### src/rtl/instr_fetch.sv
// Instruction fetch stage for the 8-bit single-cycle CPU.
// Holds the PC and a loadable instruction memory and hands the opcode to Control.
// A three-state run-control FSM covers program load (IDLE), execution (RUN)
// and self-loop halt detection (HALT).
module instr_fetch #(
  parameter int PC_W    = 4,
  parameter int INSTR_W = 8
) (
  input  logic               clk,
  input  logic               reset,
  input  logic               prog_we,
  input  logic [PC_W-1:0]    prog_addr,
  input  logic [INSTR_W-1:0] prog_data,
  input  logic               start,
  input  logic               branch_tkn,
  output logic [PC_W-1:0]    pc,
  output logic [INSTR_W-1:0] instr,
  output logic [1:0]         opcode,
  output logic               instr_vld,
  output logic               halted
);

  localparam int DEPTH = 2 ** PC_W;
  localparam logic [PC_W-1:0] PC_ZERO = {PC_W{1'b0}};
  localparam logic [PC_W-1:0] PC_ONE  = {{(PC_W-1){1'b0}}, 1'b1};

  typedef enum logic [1:0] {
    IDLE = 2'b00,
    RUN  = 2'b01,
    HALT = 2'b10
  } state_t;

  state_t              state_r;
  logic [PC_W-1:0]     pc_r;
  logic                instr_vld_r;
  logic                halted_r;
  logic [INSTR_W-1:0]  mem_r [0:DEPTH-1];

  logic [INSTR_W-1:0]  instr_s;
  logic [PC_W-1:0]     pc_inc_s;
  logic [PC_W-1:0]     imm_ext_s;
  logic [PC_W-1:0]     pc_next_s;
  logic                self_loop_s;
  logic                mem_we_s;

  // Sign-extend the 2-bit branch offset to PC width.
  function automatic logic [PC_W-1:0] sext_imm(input logic [1:0] imm);
    sext_imm = {{(PC_W-2){imm[1]}}, imm};
  endfunction

  assign instr_s = mem_r[pc_r];

  // Next-PC selection: sequential increment or PC-relative branch target.
  always_comb begin
    pc_inc_s    = pc_r + PC_ONE;
    imm_ext_s   = sext_imm(instr_s[1:0]);
    pc_next_s   = pc_inc_s;
    self_loop_s = 1'b0;
    if (branch_tkn) begin
      pc_next_s   = pc_inc_s + imm_ext_s;
      self_loop_s = (instr_s[1:0] == 2'b11);
    end else begin
      pc_next_s   = pc_inc_s;
      self_loop_s = 1'b0;
    end
  end

  // Program loading is only honoured while idle and not in reset.
  always_comb begin
    mem_we_s = 1'b0;
    if ((state_r == IDLE) && !reset) begin
      mem_we_s = prog_we;
    end else begin
      mem_we_s = 1'b0;
    end
  end

  // Instruction memory write port; contents deliberately survive reset.
  always_ff @(posedge clk) begin
    if (mem_we_s) begin
      mem_r[prog_addr] <= prog_data;
    end
  end

  // Run-control FSM with PC and registered status outputs.
  always_ff @(posedge clk) begin
    if (reset) begin
      state_r     <= IDLE;
      pc_r        <= PC_ZERO;
      instr_vld_r <= 1'b0;
      halted_r    <= 1'b0;
    end else begin
      case (state_r)
        IDLE: begin
          pc_r     <= PC_ZERO;
          halted_r <= 1'b0;
          // A load in the same cycle takes priority over start.
          if (start && !prog_we) begin
            state_r     <= RUN;
            instr_vld_r <= 1'b1;
          end else begin
            state_r     <= IDLE;
            instr_vld_r <= 1'b0;
          end
        end
        RUN: begin
          if (self_loop_s) begin
            // Branch back onto itself: freeze the PC and stop.
            state_r     <= HALT;
            instr_vld_r <= 1'b0;
            halted_r    <= 1'b1;
          end else begin
            state_r     <= RUN;
            pc_r        <= pc_next_s;
            instr_vld_r <= 1'b1;
            halted_r    <= 1'b0;
          end
        end
        HALT: begin
          state_r     <= HALT;
          instr_vld_r <= 1'b0;
          halted_r    <= 1'b1;
        end
        default: begin
          state_r     <= IDLE;
          pc_r        <= PC_ZERO;
          instr_vld_r <= 1'b0;
          halted_r    <= 1'b0;
        end
      endcase
    end
  end

  assign pc        = pc_r;
  assign instr     = instr_s;
  assign opcode    = instr_s[INSTR_W-1:INSTR_W-2];
  assign instr_vld = instr_vld_r;
  assign halted    = halted_r;

endmodule
### config.mk
export PLATFORM = sky130hd
export DESIGN_NAME = instr_fetch
export DESIGN_NICKNAME = d
export VERILOG_FILES = /design/src/rtl/instr_fetch.sv
export SDC_FILE = /design/constraint.sdc
export NUM_CORES = 1
export LEC_CHECK = 0
export ABC_AREA = 1
export BUFFER_PORTS_ARGS = -buffer_cell sky130_fd_sc_hd__buf_2
export CORE_MARGIN = 2
export CORE_UTILIZATION = 35
export DETAILED_ROUTE_END_ITERATION = 16
export PLACE_DENSITY_LB_ADDON = 0.3
export REMOVE_ABC_BUFFERS = 1
export SLEW_MARGIN = 40
export SYNTH_ARGS = -nofsm -noshare
export SYNTH_HDL_FRONTEND = slang
export SYNTH_SLANG_ARGS = --single-unit
### constraint.sdc
create_clock -name clk -period 5.7 [get_ports clk]
set_clock_uncertainty 0.2 [all_clocks]
set_input_delay 0.285 -clock clk [delete_from_list [all_inputs] [get_ports clk]]
set_output_delay 0.285 -clock clk [all_outputs]
set_load 0.02 [all_outputs]
==> results.ini, run 1 <==
[synth]
postSynthCellCount=488
yosysSeqAreaShare=0.698
synth.ff_latch_count=140
synth_edf_count=128
synth_top_cell_area_share=0.657
synth-main-ff-cell=sky130_fd_sc_hd__edfxtp_1
synth-warning-count=0
ys_top_cells_by_area=sky130_fd_sc_hd__edfxtp_1 (66%), sky130_fd_sc_hd__nor2_1 (4.6%), sky130_fd_sc_hd__nand2_1 (4.4%)
synth.lib_cells_used.distinct=32
synth.cell_area_um2=5850
ys_async_sr_fraction=0
cell_type_with_the_highest_aggregate_area_in_the_netlist=sky130_fd_sc_hd__edfxtp_1
post_synth.cell_area_avg_um2=12.0

[power]
power.density_nw_per_um2=355
p_int_mw=1.93
pwr-share-seq=0.468
power.share.switching=0.204
switchingPower_uw=495
clkPwrFrac=0.486
power.share.combinational=0.046
worst_ir_drop_vdd_v=0.000230
power.leakage_nw=2.45

[detailed_routing]
firstDrtPassIters=5
highest-signal-layer=met4
remaining_drc_errors=0
wl_per_cell_um=17.9
route.detailed.vias_per_inst=5.06
route.met2.wl_um=6390
postRouteAntennaNets=0
route.vias.total=3780
total_met3_wirelength_after_detailed_routing_um=870
drt_iter0_drc=471
wirelength_met1_um=5940
postRouteWirelength_um=13400

[timing]
hold_slack_ns=0.0282
finalWorstPathRequiredPeriod_ns=3.11
setup_total_negative_slack_ns=0
max_slew.worst_pin.slew_ns=0.825
timing.fmax_ghz=0.322
unrepaired_setup_endpoints_after_global_routing=false
report.final.slew_viol_count=0
post-route-period-util=0.546
setup_viol=0
finalHoldViolCount=0
slew_headroom=0.448

[cts]
clkLatencyLatePin_ns=0.41
cts_sinks=140
cts.repair.resized=0
post_cts_buffers=0
tritoncts.num_buffers=17
cts_tree=built
clockBufferDepth=2
worst_setup_hold_path_clk_slew_ns=0.06
h-tree-depth=4
cts_hold_buf=1
clock_tree.root_cell=sky130_fd_sc_hd__clkbuf_16

[global_routing]
grt_first_pass_wirelength_um=20700
antenna_violations_before_repair=0
first_global_vias=3550
grt.overflow.total=0
maximum_number_of_pins_on_one_net_before_global_route_repair=65
grt_usage=0.158

[worst_setup_path]
cp_max_fo=33
critical_path.startpoint_type=register
data_arrival_time_of_the_critical_path_ns=3.25
critical_path_class=register to register
critPathCaptureType=register
timing.critical_path.required_ns=5.84

[outcome]
outcome=finished, final reports clean

[finish]
area_growth_synth_to_finish_pct=16.8
layout-drive-gt1-share=0.173
layout.cells.most_common_list=sky130_fd_sc_hd__edfxtp_1 (128), sky130_fd_sc_hd__nand2_1 (69), sky130_fd_sc_hd__nor2_1 (57)
num-nets-final=542
final_common_cell=sky130_fd_sc_hd__edfxtp_1
insertedDiodeCount=0

[die]
placeableCoreArea_um2=16500
initial_core_util=0.355
area_enclosed_by_the_die_boundary_um2=17800
io_pins=33
die_width_um=133
placement_rows=47
chipHeight_um=133

[flow_run]
max_cap_violations=0

[placement]
dp_hpwl_um=8030
port_buffers=32
place_congestion=0.812

[min_path]
timing.hold.worst.class=primary input to register

[state kept, by name, summed over array words and instances, names as in the netlist, named ones only]
name and cells:
state_r 2, halted 1, instr_vld 1, pc 4, mem_r 128
[cell usage after synthesis (all sizes together) (2+ instances only)]
library cell,instances
ha,8
o21ai,52
edfxtp,128
xor2,2
nor2,72
nand2,72
clkbuf,10
o22ai,9
dfxtp,12
o211ai,9
buf,16
o221ai,15
inv,39
nand3,32
a21oi,4
[routing by layer]
layer  track usage  vias up
li1              -     1781
met1         0.212     1836
met2         0.251      146
met3        0.0400       17
met4        0.0532        0
met5             0        -
[power groups by stage]
stage / sequential [mW] / clock, mW / combinational [mW]
after floorplan: 1.16 / 0 / 0.0564
after global placement: 1.15 / 0 / 0.108
after detailed placement: 1.16 / 0 / 0.111
after CTS: 1.13 / 1.19 / 0.112
after global routing: 1.13 / 1.24 / 0.124
final: 1.13 / 1.18 / 0.112
[critical path: stages (launching register included)]
cell and delay [ns]:
sky130_fd_sc_hd__dfxtp_1 0.30, sky130_fd_sc_hd__buf_4 0.34, sky130_fd_sc_hd__inv_2 0.36, sky130_fd_sc_hd__nand3_1 0.18, sky130_fd_sc_hd__nand3_1 0.14, sky130_fd_sc_hd__nand3_1 0.18, sky130_fd_sc_hd__nand2_2 0.14, sky130_fd_sc_hd__ha_1 0.38
sky130_fd_sc_hd__nand2_1 0.08, sky130_fd_sc_hd__nand2_1 0.05, sky130_fd_sc_hd__a31oi_1 0.18, sky130_fd_sc_hd__inv_1 0.06, sky130_fd_sc_hd__nand2_1 0.08, sky130_fd_sc_hd__nand3_1 0.07, sky130_fd_sc_hd__nand2_1 0.06, sky130_fd_sc_hd__nand3_1 0.07
sky130_fd_sc_hd__a21oi_1 0.14
[worst paths after layout]
kind,cells past startpoint,to,slack [ns],startpoint
worst max-delay path,16,register,2.59,register
worst min register to register,2,pc[3]$_SDFFE_PP0P_,0.31,pc[3]$_SDFFE_PP0P_
worst max register to register,16,register,2.59,register
worst min-delay path,5,state_r[0]$_SDFF_PP0_,0.03,start
[through the flow]
stage / worst slack (ns) / power (mW) / area [µm²] / cells / util
3_5_place_dp: 2.61 / 1.27 / 6180 / 716 / 0.375
3_3_place_gp: 2.49 / 1.26 / 6160 / 716 / 0.374
4_1_cts: 2.57 / 2.44 / 6820 / 747 / 0.414
6_report: 2.59 / 2.42 / 6830 / 747 / 0.415
2_1_floorplan: 1.91 / 1.22 / 5710 / 462 / -
5_1_grt: 2.35 / 2.50 / 6830 / 747 / 0.415
[final cells by class]
| type | instances | area [µm²] |
|---|---|---|
| fillers | 1547 | 9630 |
| clock buffers | 17 | 425 |
| clock inverters | 13 | 200 |
| multi-input cells | 283 | 1510 |
| well taps | 220 | 275 |
| inverters | 39 | 149 |
| repair buffers | 35 | 185 |
| flip-flops and latches | 140 | 4090 |
[logic make-up (layout without fill, tap and decap cells)]
group,after synthesis,in the layout,synth area share
buf+inv,65,104,0.0498
compound gates,91,91,0.0958
simple gates,180,180,0.131
xor+xnor,3,3,0.00449
flops,140,140,0.698
fa+ha+maj,9,9,0.0205
Power figures use the tool's default switching activity.
==> inputs of run 2 (changes only) <==
- clock period: 5.7 -> 2.6 ns (I/O delays scaled with it)
==> run 2 against run 1 <==
Via count rose by 4.9%. Clock power rose by 120%. First-iteration DRC count fell by 3.6%.
==> results.ini, run 2 (synthesized netlist as in run 1, its figures left out) <==
[power]
clkPwrFrac=0.479
power.share.combinational=0.053
power.share.switching=0.213
worst_ir_drop_vdd_v=0.000474
switchingPower_mw=1.13
p_int_mw=4.18
power.density_nw_per_um2=732
pwr-share-seq=0.468
power.leakage_nw=2.70

[global_routing]
grt.overflow.total=0
grt_usage=0.165
first_global_vias=3850
maximum_number_of_pins_on_one_net_before_global_route_repair=27
grt_first_pass_wirelength_um=21800
antenna_violations_before_repair=0

[timing]
post-route-period-util=0.957
max_slew.worst_pin.slew_ns=0.407
slew_headroom=0.728
fin_ws_ns=0.113
report.final.slew_viol_count=0
hold_slack_ns=0.0233
setup_viol=0
finalWorstPathRequiredPeriod_ns=2.49
finalHoldViolCount=0
timing.fmax_ghz=0.402

[cts]
clockBufferDepth=2
h-tree-depth=4
clock_tree.root_cell=sky130_fd_sc_hd__clkbuf_16
clkLatencyLatePin_ns=0.43
cts_tree=built
cts_sinks=140
worst_setup_hold_path_clk_slew_ns=0.06
tritoncts.num_buffers=17

[detailed_routing]
route.vias.total=3965
wl_per_cell_um=17.7
postRouteWirelength_um=14100
route.detailed.vias_per_inst=4.96
drt_iter0_drc=454
firstDrtPassIters=5
postRouteAntennaNets=0
remaining_drc_errors=0

[placement]
place_congestion=0.798
port_buffers=32
detailed_place.area_um2=6430
dpl_ws_ns=0.0228
dp_hpwl_um=9110

[flow_run]
max_cap_violations=0

[finish]
layout-drive-gt1-share=0.204
final_cell_area_um2=7250
final_core_util=0.441
num-nets-final=592
final_common_cell=sky130_fd_sc_hd__edfxtp_1
area_growth_synth_to_finish_pct=24.0
layout.cells.most_common_list=sky130_fd_sc_hd__edfxtp_1 (128), sky130_fd_sc_hd__nor2_1 (71), sky130_fd_sc_hd__nand2_1 (69)
biggest_register=mem_r
largest_register_ffs=128
insertedDiodeCount=0

[worst_setup_path]
critical_path.startpoint_type=register
worst-r2r-cell-count=14
critPathCaptureType=primary output
timing.critical_path.required_ns=2.27
worst-r2r-setup-slack_ns=0.15
worstSetupEndpoint=instr[5]
critical_path_class=register to primary output
data_arrival_time_of_the_critical_path_ns=2.16
cp_max_fo=22

[die]
placeableCoreArea_um2=16500
placement_rows=47
chipHeight_um=133
initial_core_util=0.355
area_enclosed_by_the_die_boundary_um2=17800
io_pins=33
die_width_um=133

[min_path]
timing.hold.worst.class=primary input to register

[outcome]
outcome=finished, final reports clean

run 2: changes by cell type in the layout (fill, tap and decap cells not counted), moves of 2 or more:
cell                            previous run  this run
sky130_fd_sc_hd__nor2_2                   14         0
sky130_fd_sc_hd__inv_6                     0         3
sky130_fd_sc_hd__buf_8                     0         2
sky130_fd_sc_hd__dlygate4sd3_1             1        13
sky130_fd_sc_hd__clkinv_2                  5         3
sky130_fd_sc_hd__buf_4                     2        36
sky130_fd_sc_hd__nor2_1                   57        71
sky130_fd_sc_hd__clkinv_1                  0         2
run 2: power by group through the flow:
stage | clock, mW | combinational [mW] | sequential (mW)
finish | 2.54 | 0.283 | 2.48
global route | 2.65 | 0.313 | 2.48
global placement | 0 | 0.251 | 2.53
floorplan | 0 | 0.124 | 2.54
CTS | 2.57 | 0.274 | 2.48
detailed placement | 0 | 0.258 | 2.53
run 2: through the flow:
| stage | instances | total power [mW] | TNS, ns |
|---|---|---|---|
| after floorplan | 462 | 2.66 | -13.29 |
| after CTS | 796 | 5.33 | 0 |
| after detailed placement | 751 | 2.79 | 0 |
| after global routing | 799 | 5.45 | -0.0102 |
| final | 799 | 5.31 | 0 |
| after global placement | 751 | 2.78 | 0 |
run 2: layout make-up:
type | instances | area (µm²)
clock buffer | 17 | 425
tap | 220 | 275
inverter | 39 | 149
sequential | 140 | 4090
clock inverter | 15 | 194
multi-input combinational | 283 | 1500
timing repair buffer | 85 | 622
fill | 1530 | 9210
run 2: per-layer routing:
metal / share of wire / GRT usage / wire length, µm
met5: 0 / 0 / 0
met3: 0.063 / 0.0293 / 887
met4: 0.022 / 0.0751 / 312
met2: 0.47 / 0.257 / 6640
met1: 0.44 / 0.226 / 6290
run 2: worst min path at each step:
stage / endpoint / start / slack (ns) / cells past startpoint
after floorplan: state_r[1]$_SDFF_PP0_ / reset / 0.0007 / 1
after global placement: state_r[1]$_SDFF_PP0_ / reset / 0.23 / 2
after detailed placement: instr_vld$_SDFF_PP0_ / reset / 0.25 / 2
after CTS: mem_r[14][7]$_DFFE_PP_ / prog_addr[2] / 0.01 / 3
after global routing: mem_r[14][7]$_DFFE_PP_ / prog_addr[3] / 0.06 / 3
final: mem_r[14][7]$_DFFE_PP_ / prog_addr[2] / 0.02 / 3
run 2: what timing repair did:
item	4_1_cts	5_1_grt
resized for setup	1	12
pin swaps	0	2
hold endpoints to repair	141	0
cloned	0	0
endpoints found under the setup margin	2	8
hold buffers	13	0
buffers inserted	0	3
run 2: critical path: stages, from the launching register on:
cell	delay [ns]
sky130_fd_sc_hd__dfxtp_2	0.39
sky130_fd_sc_hd__inv_2	0.06
sky130_fd_sc_hd__buf_6	0.15
sky130_fd_sc_hd__buf_4	0.22
sky130_fd_sc_hd__o21ai_0	0.20
sky130_fd_sc_hd__o22ai_1	0.11
sky130_fd_sc_hd__o211ai_1	0.23
sky130_fd_sc_hd__nand2_1	0.17
sky130_fd_sc_hd__buf_2	0.19
